--- src/rtl/mem_responder_if.sv ---
// rtl/mem_responder_if.sv - request/response bus between the control unit and mem_responder
interface mem_responder_if #(
  parameter int BITS = 8
);
  logic            i_req;
  logic            i_we;
  logic [BITS-1:0] i_addr;
  logic [BITS-1:0] i_wdata;
  logic            o_ready;
  logic [BITS-1:0] o_rdata;
  logic            o_rvalid;
  logic            o_wack;
  logic            o_err;

  modport master (
    output i_req, i_we, i_addr, i_wdata,
    input  o_ready, o_rdata, o_rvalid, o_wack, o_err
  );

  modport slave (
    input  i_req, i_we, i_addr, i_wdata,
    output o_ready, o_rdata, o_rvalid, o_wack, o_err
  );
endinterface

--- src/rtl/mem_responder.sv ---
// rtl/mem_responder.sv - wait-state RAM responder for the control unit; MEM_WPROT_EN enables low-address write protection
module mem_responder #(
  parameter int BITS        = 8,
  parameter int WAIT_STATES = 1,
  parameter int WP_LIMIT    = 16
) (
  input logic           i_clk,
  input logic           i_rst,
  mem_responder_if.slave bus
);

  if (WAIT_STATES < 0 || WAIT_STATES > 15) begin : g_bad_wait_states
    $error("mem_responder: WAIT_STATES must be in 0..15");
  end

  typedef enum logic [1:0] {
    S_IDLE = 2'd0,
    S_WAIT = 2'd1,
    S_DONE = 2'd2
  } state_t;

  state_t          state_q, state_d;
  logic [3:0]      cnt_q, cnt_d;
  logic [BITS-1:0] addr_q, addr_d;
  logic [BITS-1:0] wdata_q, wdata_d;
  logic            we_q, we_d;
  logic [BITS-1:0] rdata_q, rdata_d;
  logic            rvalid_q, rvalid_d;
  logic            wack_q, wack_d;
  logic            err_q, err_d;
  logic            ram_we;
  logic            wp_hit;

  logic [BITS-1:0] ram_q [2**BITS];

`ifdef MEM_WPROT_EN
  localparam bit WPROT = 1'b1;
`else
  localparam bit WPROT = 1'b0;
`endif

  assign wp_hit = WPROT && (32'(addr_q) < WP_LIMIT);

  always_comb begin
    state_d  = state_q;
    cnt_d    = cnt_q;
    addr_d   = addr_q;
    wdata_d  = wdata_q;
    we_d     = we_q;
    rdata_d  = rdata_q;
    rvalid_d = 1'b0;
    wack_d   = 1'b0;
    err_d    = 1'b0;
    ram_we   = 1'b0;
    case (state_q)
      S_IDLE: begin
        if (bus.i_req) begin
          addr_d  = bus.i_addr;
          wdata_d = bus.i_wdata;
          we_d    = bus.i_we;
          cnt_d   = 4'(WAIT_STATES);
          state_d = S_WAIT;
        end
      end
      S_WAIT: begin
        if (cnt_q != 4'd0) begin
          cnt_d = cnt_q - 4'd1;
        end else begin
          // The access happens on the edge that leaves WAIT, so a reset
          // anywhere inside WAIT keeps a pending write out of the RAM.
          if (we_q) begin
            wack_d = 1'b1;
            err_d  = wp_hit;
            ram_we = !wp_hit;
          end else begin
            rdata_d  = ram_q[addr_q];
            rvalid_d = 1'b1;
          end
          state_d = S_DONE;
        end
      end
      S_DONE:  state_d = S_IDLE;
      default: state_d = S_IDLE;
    endcase
  end

  always_ff @(posedge i_clk or posedge i_rst) begin
    if (i_rst) begin
      state_q  <= S_IDLE;
      cnt_q    <= '0;
      addr_q   <= '0;
      wdata_q  <= '0;
      we_q     <= 1'b0;
      rdata_q  <= '0;
      rvalid_q <= 1'b0;
      wack_q   <= 1'b0;
      err_q    <= 1'b0;
    end else begin
      state_q  <= state_d;
      cnt_q    <= cnt_d;
      addr_q   <= addr_d;
      wdata_q  <= wdata_d;
      we_q     <= we_d;
      rdata_q  <= rdata_d;
      rvalid_q <= rvalid_d;
      wack_q   <= wack_d;
      err_q    <= err_d;
    end
  end

  always_ff @(posedge i_clk) begin
    if (ram_we) begin
      ram_q[addr_q] <= wdata_q;
    end
  end

  assign bus.o_ready  = (state_q == S_IDLE);
  assign bus.o_rdata  = rdata_q;
  assign bus.o_rvalid = rvalid_q;
  assign bus.o_wack   = wack_q;
  assign bus.o_err    = err_q;

endmodule

--- src/flat_wrapper.sv ---
// flat-port wrapper written by rule: the top's interface ports become plain ports
module mem_responder_flat 
#(
  parameter int BITS        = 8,
  parameter int WAIT_STATES = 1,
  parameter int WP_LIMIT    = 16
)
  (i_clk, i_rst, bus_i_req, bus_i_we, bus_i_addr, bus_i_wdata, bus_o_ready, bus_o_rdata, bus_o_rvalid, bus_o_wack, bus_o_err);
  mem_responder_if #(.BITS(BITS)) bus_i ();
  input logic i_clk;
  input logic i_rst;
  input wire logic [$bits(bus_i.i_req)-1:0] bus_i_req;
  input wire logic [$bits(bus_i.i_we)-1:0] bus_i_we;
  input wire logic [$bits(bus_i.i_addr)-1:0] bus_i_addr;
  input wire logic [$bits(bus_i.i_wdata)-1:0] bus_i_wdata;
  output wire logic [$bits(bus_i.o_ready)-1:0] bus_o_ready;
  output wire logic [$bits(bus_i.o_rdata)-1:0] bus_o_rdata;
  output wire logic [$bits(bus_i.o_rvalid)-1:0] bus_o_rvalid;
  output wire logic [$bits(bus_i.o_wack)-1:0] bus_o_wack;
  output wire logic [$bits(bus_i.o_err)-1:0] bus_o_err;
  assign bus_i.i_req = bus_i_req;
  assign bus_i.i_we = bus_i_we;
  assign bus_i.i_addr = bus_i_addr;
  assign bus_i.i_wdata = bus_i_wdata;
  assign bus_o_ready = bus_i.o_ready;
  assign bus_o_rdata = bus_i.o_rdata;
  assign bus_o_rvalid = bus_i.o_rvalid;
  assign bus_o_wack = bus_i.o_wack;
  assign bus_o_err = bus_i.o_err;
  mem_responder #(.BITS(BITS), .WAIT_STATES(WAIT_STATES), .WP_LIMIT(WP_LIMIT)) u_core (.i_clk(i_clk), .i_rst(i_rst), .bus(bus_i));
endmodule
--- config.mk ---
export PLATFORM = sky130hd
export DESIGN_NAME = mem_responder_flat
export DESIGN_NICKNAME = d
export VERILOG_FILES = /design/src/rtl/mem_responder_if.sv /design/src/rtl/mem_responder.sv /design/src/flat_wrapper.sv
export SDC_FILE = /design/constraint.sdc
export NUM_CORES = 2
export LEC_CHECK = 0
export CORE_MARGIN = 3
export CORE_UTILIZATION = 55
export CTS_CLUSTER_SIZE = 16
export DETAILED_ROUTE_END_ITERATION = 10
export PLACE_DENSITY = 0.7
export SLEW_MARGIN = 0
export SYNTH_ARGS = -nofsm -noshare
export SYNTH_HDL_FRONTEND = slang
export SYNTH_SLANG_ARGS = --single-unit
--- constraint.sdc ---
create_clock -name i_clk -period 6.2 [get_ports i_clk]
set_clock_uncertainty 0.2 [all_clocks]
set_input_delay 0.93 -clock i_clk [delete_from_list [all_inputs] [get_ports i_clk]]
set_output_delay 0.93 -clock i_clk [all_outputs]
set_load 0.02 [all_outputs]
==> flow_summary_export.csv <==
group,metric,value,unit
worst_setup_path,r2r_end,"u_core.ram_q[84][5]$_DFFE_PP_",
global_routing,antenna_found_initial,4,
synth,synth_top_area_cell,"edfxtp_1",
final_layout,final_util,0.6168,
min_path,holdCritStartpoint,"u_core.cnt_q[0]$_DFFE_PP0P_",
detailed_routing,vias,40520,
floorplanning,num_rows,140,
detailed_routing,first_iter_violations,5868,
global_routing,gr-total-overflow,0,
floorplanning,die_h,389.6,um
sta,fmax,214.2,MHz
clock_network,clkSlewWorstSetupHoldPaths,60,ps
synth,synth_seq_cells,2081,
worst_setup_path,crit_start,"u_core.cnt_q[0]$_DFFE_PP0P_",
clock_network,cts_tree,"built",
clock_network,clock-root-buffer,"clkbuf_16",
floorplanning,start_util,0.5546,
detailed_routing,dr.pass1.iters,9,
min_path,hp-class,"reg2reg",
worst_setup_path,critPathMaxFanout,12,
worst_setup_path,cp_slowest_stage_delay,770,ps
synth,syn_nets,3907,
final_layout,nets,3993,
worst_setup_path,r2r_slack,1530,ps
synth,yosys_warnings,0,
synth,synth_area_per_cell,20.82,sq um
min_path,holdPathEnd,"u_core.cnt_q[0]$_DFFE_PP0P_",
global_routing,grt_pass1_wl,293400,um
final_layout,drive_gt1_frac,0.2247,
detailed_routing,vias_per_cell,6.693,
clock_network,clock_sinks,2081,
worst_setup_path,crit_slowest_cell,"nor3_1",
power_and_ir_drop,power_leakage,27.95,nW
synth,synthesis.area,0.08092,sq mm
sta,relSlewSlack,0.1819,
sta,worst_pin_slew,1223,ps
synth,synth_area_leaders,"edfxtp_1, mux4_2, mux2i_1, nor2_1, dfrtp_1",
final_layout,mostFrequentLayoutCell,"edfxtp_1",
sta,hold_viol,0,
global_routing,grt_pass1_vias,39830,
clock_network,cts_hold_buf,0,
clock_network,post_cts_buffers,0,
synth,synth_edf_count,2048,
synth,async_flop_share,0.01586,
detailed_routing,wl,202600,um
placed_design,hpwlAfterDp,120600,um
worst_setup_path,cp_cell_sequence,"inv_1 -> ha_1 -> or3b_2 -> nor3_1 -> nor3b_1 -> nand2_1 -> buf_4 -> nor2_1",
worst_setup_path,critical_path.startpoint_type,"flop",
worst_setup_path,worstPathArrival,4890,ps
floorplanning,die_w,389.6,um
sta,period_needed,4668,ps
global_routing,grt_max_degree,185,
clock_network,cts_max_path_buffers,3,
sta,drv_slew,0,
power_and_ir_drop,peakVddDrop,0.0005130,V
sta,setup_viol,0,
worst_setup_path,r2r_start,"u_core.cnt_q[0]$_DFFE_PP0P_",
worst_setup_path,reg2reg_depth,8,
final_layout,fillers,9870,
synth,yosysUniqueCellTypes,67,
sta,rsz0062_at_grt,"no",
worst_setup_path,cp-end-kind,"flop",
floorplanning,dieArea,0.1518,sq mm
final_layout,final_cell_mix,"edfxtp_1, mux4_2, nor2_1, clkbuf_16, mux2i_1",
status,status,"finished clean",
sta,min_period_over_period,0.7528,
clock_network,clk_latency,820,ps
global_routing,grt_use_total,0.2701,
flow_run,cap_violations,0,
clock_network,htree_levels,4,
synth,ys_seq_area_frac,0.7702,
min_path,hold_depth,1,
synth,synth_cells,3886,
placed_design,gp_congestion,0.8615,
worst_setup_path,path_buf_inv,2,
power_and_ir_drop,pwr_density_cell,482.7,mW/mm^2
floorplanning,core,0.1459,sq mm
detailed_routing,wire_per_inst,33.46,um
placed_design,port_buffers,30,
worst_setup_path,required,6420,ps
detailed_routing,antenna_left,0,
clock_network,cts_resized,0,
synth,ys.flop_type,"edfxtp_1",
synth,yosysTopAreaCellShare,0.7600,
final_layout,synthToLayoutAreaGrowth,11.23,%
sta,tns,0,ps
floorplanning,ios,32,
worst_setup_path,path_class,"reg2reg",
clock_network,numCtsBuffers,198,
worst_setup_path,path_delay_family,"simple AND/OR/NAND/NOR gates",
detailed_routing,drc_errors,0,
==> metal layers <==
layer  track usage  up-vias  part of all wire
met3       0.06901      394              0.11
li1              -    16300                 -
met4       0.09277        0             0.035
met5             0        -                 0
met1        0.3963    21250              0.39
met2        0.4013     2571              0.46
==> metrics by stage <==
step	instances	setup WS (ps)	power [mW]	instance area [sq um]	hold slack, ps
finish	6054	1532	43.45	90010	306.2
global route	6052	1465	44.74	90000	326.5
CTS	6052	1633	43.50	90000	311.3
detailed placement	5689	1628	31.20	83290	308.3
global placement	5689	1709	31.07	83290	288.2
floorplan	3886	2016	26.69	80920	262.5
==> how the worst max path moves through the flow <==
stage / end / depth (start not counted)
floorplan: u_core.ram_q[0][0]$_DFFE_PP_ / 0
global placement: u_core.ram_q[12][5]$_DFFE_PP_ / 8
detailed placement: u_core.ram_q[12][6]$_DFFE_PP_ / 8
CTS: u_core.ram_q[84][1]$_DFFE_PP_ / 8
global route: u_core.ram_q[12][6]$_DFFE_PP_ / 8
finish: u_core.ram_q[84][5]$_DFFE_PP_ / 8
==> logic make-up (layout without fill, tap and decap cells) <==
logic type / Yosys count / in the layout / synth area share
mux: 672 / 672 / 0.1548
buf+inv: 245 / 494 / 0.01679
xor+xnor: 2 / 2 / 0.0002165
fa+ha+maj: 1 / 1 / 0.0001546
other cells: 1 / 3 / 0.00004634
simple gates: 578 / 578 / 0.03126
flops: 2081 / 2081 / 0.7702
compound gates: 306 / 306 / 0.02649
==> cells in the mapped netlist (all sizes together), types with 3 or more instances <==
| cell type | count |
|---|---|
| mux4 | 458 |
| o22a | 7 |
| o311a | 3 |
| or3 | 4 |
| a2111oi | 9 |
| nor2 | 309 |
| o32a | 3 |
| buf | 150 |
| o311ai | 3 |
| or3b | 4 |
| nand4 | 15 |
| nor4 | 7 |
| nand2 | 113 |
| a221oi | 8 |
| o22ai | 63 |
| o221ai | 10 |
| nand3 | 51 |
| clkbuf | 86 |
| o21ai | 25 |
| inv | 8 |
| mux2 | 49 |
| and3 | 11 |
| and2 | 5 |
| o211ai | 3 |
| dfrtp | 33 |
| nor2b | 19 |
| nand4b | 4 |
| o41ai | 4 |
| nor3 | 14 |
| nand2b | 7 |
| a21oi | 39 |
| nand3b | 3 |
| edfxtp | 2048 |
| a211oi | 13 |
| mux2i | 165 |
| a31oi | 10 |
| a311oi | 3 |
| a22oi | 82 |
| a32oi | 9 |
| nor3b | 4 |
==> flip-flops by register name, indices dropped and copies added (netlist names) <==
signal,count
u_core.ram_q,2048
u_core.addr_q,8
u_core.bus.o_rdata,8
u_core.wdata_q,8
u_core.cnt_q,4
u_core.state_q,2
u_core.bus.o_rvalid,1
u_core.bus.o_wack,1
u_core.we_q,1
==> final cells by class <==
cell class                 count  area [sq um]  share of cell area
antenna                        2         5.005          0.00005560
clock buffer                 235          5155             0.05727
clock inverter               128          1554             0.01727
inverter                       9         33.78           0.0003753
multi-input combinational   1560         17280              0.1920
sequential                  2081         62370              0.6930
tap                         1917          2399             0.02665
timing repair buffer         122          1204             0.01337
==> where the power goes <==
part           switching (mW)  internal, mW  total [mW]
logic                    8.02          4.36        12.4
clock network            5.24          7.21        12.5
registers               0.890          17.7        18.6
total                    14.2          29.3        43.4
No activity file was read; power rests on OpenSTA's default activity.
